[src/rtl/pipeline_fork.sv]
// -----------------------------------------------------------------------------
// pipeline_fork
//
// One-entry registered broadcast stage. A single valid/ready stream is captured
// into one buffer and offered to N consumers in parallel. Each consumer takes
// the word in its own cycle. The buffer is released only after every consumer
// has taken it. This is the mirror image of an N-to-1 valid/ready join.
//
// Parameters
//   N        number of downstream consumers (N >= 1)
//   W        data width in bits
//
// Ports
//   clk      clock, all state updates on the rising edge
//   rst_n    asynchronous active-low reset
//   i_valid  upstream word valid
//   i_ready  block can accept an upstream word this cycle
//   i_data   upstream word
//   o_valid  per-consumer valid (unpacked [N])
//   o_ready  per-consumer ready (unpacked [N])
//   o_data   buffered word, shared by all consumers
//
// Buffer state
//   full | meaning
//   -----+----------------------------------------------------------
//    0   | buffer empty; o_valid all low; o_ready ignored
//    1   | word held; lanes with done[k]=0 still owe a transfer
// -----------------------------------------------------------------------------
module pipeline_fork #(
   parameter int N = 2,
   parameter int W = 32
) (
   input  logic         clk,
   input  logic         rst_n,
   input  logic         i_valid,
   output logic         i_ready,
   input  logic [W-1:0] i_data,
   output logic         o_valid [N],
   input  logic         o_ready [N],
   output logic [W-1:0] o_data
);

   logic         full;
   logic [N-1:0] done;
   logic [W-1:0] data_q;

   logic [N-1:0] pend;
   logic [N-1:0] xfer;
   logic         last;
   logic         in_acc;

   // Valid is a pure function of registered state so consumers never see
   // a combinational loop through their own ready.
   always_comb begin
      pend = '0;
      xfer = '0;
      for (int k = 0; k < N; k++) begin
         pend[k] = full & ~done[k];
         xfer[k] = pend[k] & o_ready[k];
      end
   end

   for (genvar k = 0; k < N; k++) begin : g_valid
      assign o_valid[k] = pend[k];
   end

   // The word is freed in the cycle the final outstanding lane transfers;
   // letting that propagate to i_ready keeps throughput at one word/cycle.
   assign last    = full & (&(done | xfer));
   assign i_ready = ~full | last;
   assign in_acc  = i_valid & i_ready;
   assign o_data  = data_q;

   always_ff @(posedge clk or negedge rst_n) begin
      if (!rst_n) begin
         full   <= 1'b0;
         done   <= '0;
         data_q <= '0;
      end else if (in_acc) begin
         // Covers both an empty buffer and one being freed this very cycle.
         full   <= 1'b1;
         done   <= '0;
         data_q <= i_data;
      end else if (last) begin
         // data_q is left as is; o_valid is low so its value is don't-care.
         full   <= 1'b0;
         done   <= '0;
      end else begin
         done   <= done | xfer;
      end
   end

endmodule

[config.mk]
export PLATFORM = sky130hd
export DESIGN_NAME = pipeline_fork
export DESIGN_NICKNAME = d
export VERILOG_FILES = /design/src/rtl/pipeline_fork.sv
export SDC_FILE = /design/constraint.sdc
export NUM_CORES = 1
export LEC_CHECK = 0
export CAP_MARGIN = 10
export CELL_PAD_IN_SITES_DETAIL_PLACEMENT = 0
export CELL_PAD_IN_SITES_GLOBAL_PLACEMENT = 1
export CORE_ASPECT_RATIO = 0.5
export CORE_MARGIN = 1.5
export CORE_UTILIZATION = 32
export CTS_CLUSTER_SIZE = 8
export DETAILED_ROUTE_END_ITERATION = 12
export GPL_ROUTABILITY_DRIVEN = 0
export PLACE_DENSITY_LB_ADDON = 0.1
export SYNTH_ARGS = -nofsm -noshare
export SYNTH_HDL_FRONTEND = slang
export SYNTH_SLANG_ARGS = --single-unit
export TNS_END_PERCENT = 30
[constraint.sdc]
create_clock -name clk -period 2.2 [get_ports clk]
set_input_delay 0.66 -clock clk [delete_from_list [all_inputs] [get_ports clk]]
set_output_delay 0.66 -clock clk [all_outputs]
set_load 0.01 [all_outputs]
==> flow_summary.toml <==
[status]
status = "completed"

[setup_path]
r2r-end = "o_data[29]"
cpMaxStageDelayCell = "clkdlybuf4s50_1"
rr_startpoint = "done[0]"
start_kind = "input pin"
criticalPathCategory = "input pin to output pin"
slowest_delay_ns = 0.43
rr_worst_depth = 6
worstPathRequired_ns = 1.54
critical_path_arrival_ns = 1.47
path_cells = "clkdlybuf4s50_1 > o22ai_2 > nand2_1 > buf_2"
startpoint = "o_ready[0]"
cp_max_fo = 2
reg2reg_slack_ns = 0.55
setup.worst_path.end_class = "output pin"
crit_end = "i_ready"

[clocking]
ctsHoldBuffers = 0
cts_buffers = 5
cts-root-buf = "clkbuf_8"
h-tree-depth = 2
cts_tree = "done"
cts_buffer_depth = 2
clk_latency_ns = 0.28
clk_pin_slew_ns = 0.07
cts_sinks = 35

[die]
core_sq_um = 3980
num_io_pins = 72
start_util_pct = 34.0
die-area_sq_um = 4650
rows = 16
die_width_microns = 95.0
die_y_microns = 49.0

[timing]
worstMarginPinSlew_ns = 0.274
min_period_ns = 2.13
fin_skew_ns = 0.00219
finalHoldViolCount = 0
maxSlewHeadroom_pct = 81.5
final.period_utilization_pct = 96.6
hold_ws_ns = 0.333
rsz0062_at_grt = "no"
slew_viol_final = 0
setup_viol = 0
fmax_ghz = 0.470

[route]
dr.first_iter.drc_count = 11
route.met3.wl_microns = 229
viasPerCell = 4.45
met2WireLength_microns = 1440
wirelength_microns = 2820
first_pass_iters = 4
drc_errors = 0
antenna_left = 0
drt-met1-wl_microns = 1150
vias = 992
wire_per_inst_microns = 12.6
topRoutingLayerUsed = "met3"

[grt]
grt_use_total_pct = 12.8
grt_pass1_wl_microns = 4490
grt_pass1_vias = 969
overflow = 0
grt_max_degree = 36
antenna_found_initial = 0

[synth]
synth-adder-area-share_pct = 0
synth_compound_area_share_pct = 3.60
synth-seq-cells = 35
yosys.area_share.simple_pct = 2.03
synthTopCellsByArea = "dfrtp_1, mux2_2, mux2_1"
ys_types = 13
synth_top_family_by_area = "multiplexers"
syn_nets = 121
synth_xor_area_share_pct = 0
synthMuxAreaShare_pct = 26.6
syn_inst = 84
yosysTopAreaCellShare_pct = 64.7
synth_area_sq_um = 1350
ys_seq_area_share_pct = 64.7
yosysWarningCount = 0
synth.avg_cell_area_sq_um = 16.1
yosysTopAreaCell = "dfrtp_1"

[pwr]
p_leak_nw = 0.971
power_frac_clock_pct = 24.6
p_total_mw = 2.03
combPwrFrac_pct = 33.0
seqPwrFrac_pct = 42.4
power_switching_mw = 0.512
ir_drop_mv = 0.364
power.share.switching_pct = 25.2
p_int_mw = 1.52
powerDensity_nw_per_um2 = 892

[run]
drv_cap = 0

[layout]
drive_gt1_share_pct = 27.2
fillers = 359
fin_nets = 205
antenna_cells = 0
synthToLayoutAreaGrowth_pct = 68.1

[place]
portBuffers = 71
post-dp-hpwl_microns = 2110

[min_path]
worstHoldPathType = "input pin to async pin"
-- final cells by class --
type | instances | area, sq um | area share (%)
inverters | 2 | 7.51 | 0.330
multi-input cells | 44 | 437 | 19.2
well taps | 54 | 67.6 | 2.97
repair buffers | 80 | 788 | 34.6
clock buffers | 8 | 100 | 4.40
flip-flops and latches | 35 | 876 | 38.5
-- synthesized netlist by cell type, drive strengths merged --
cell type and count:
nand3 1, o41ai 1, a21oi 1, nor2 3, o22ai 2, inv 2
nand2 3, dfrtp 35, mux2 32, o21ai 1, buf 3
-- worst max-delay path: cells and delay by family --
kind / cells / cell delay, ns
AND/OR/NAND/NOR: 1 / 0.09
buffers and inverters: 2 / 0.57
AO/OA/AOI/OAI: 1 / 0.14
-- state kept, by name, summed over array words and instances, names as in the netlist --
| register | count |
|---|---|
| o_data | 32 |
| done | 2 |
| full | 1 |
-- cell families (layout without fill, tap and decap cells) --
logic type	Yosys count	in the layout
simple gates	7	7
compound gates	5	5
flops	35	35
mux	32	32
buf+inv	5	90
-- power by group through the flow --
stage	Clock (mW)	Sequential [mW]	Combinational, mW
final	0.498	0.861	0.670
after global placement	0	0.871	0.670
after floorplan	0	0.942	0.187
after CTS	0.524	0.864	0.679
after global routing	0.553	0.879	0.713
after detailed placement	0	0.876	0.676
-- routing by layer --
| layer | track usage (%) | up-vias |
|---|---|---|
| met4 | 3.73 | 0 |
| met5 | 0 | - |
| met1 | 14.4 | 499 |
| met3 | 6.07 | 0 |
| li1 | - | 461 |
| met2 | 21.5 | 32 |
-- cell usage in the layout (no fill, tap or decap), drive strengths merged --
master | Yosys | layout
o41ai | 1 | 1
inv | 2 | 2
buf | 3 | 11
o21ai | 1 | 1
clkbuf | 0 | 8
dlymetal6s2s | 0 | 3
clkdlybuf4s50 | 0 | 66
mux2 | 32 | 32
dfrtp | 35 | 35
nor2 | 3 | 3
nand3 | 1 | 1
o22ai | 2 | 2
nand2 | 3 | 3
a21oi | 1 | 1
-- worst min path at each step --
stage / end / slack, ns / cells after the start
5_1_grt: done[0] / 0.34 / 2
3_3_place_gp: o_data[13] / 0.47 / 1
3_5_place_dp: o_data[13] / 0.48 / 1
2_1_floorplan: done[0] / 0.36 / 0
6_report: o_data[10] / 0.33 / 2
4_1_cts: o_data[16] / 0.33 / 2
-- through the flow --
step	std cells	setup TNS, ns	util, %	area, sq um	setup slack, ns
after floorplan	84	0	-	1350	0.536
after global placement	213	-1.62	54.2	2160	-0.327
after detailed placement	213	-1.85	54.2	2160	-0.347
after CTS	222	0	56.8	2260	0.0358
after global routing	223	0	57.1	2280	0.0170
final	223	0	57.1	2280	0.0744
-- repair_timing --
item	CTS	global route
pin swaps	2	2
buffers inserted	1	1
endpoints found under the setup margin	1	3
gates resized for setup	4	3
Note: power is estimated with default switching activity, not from simulation.
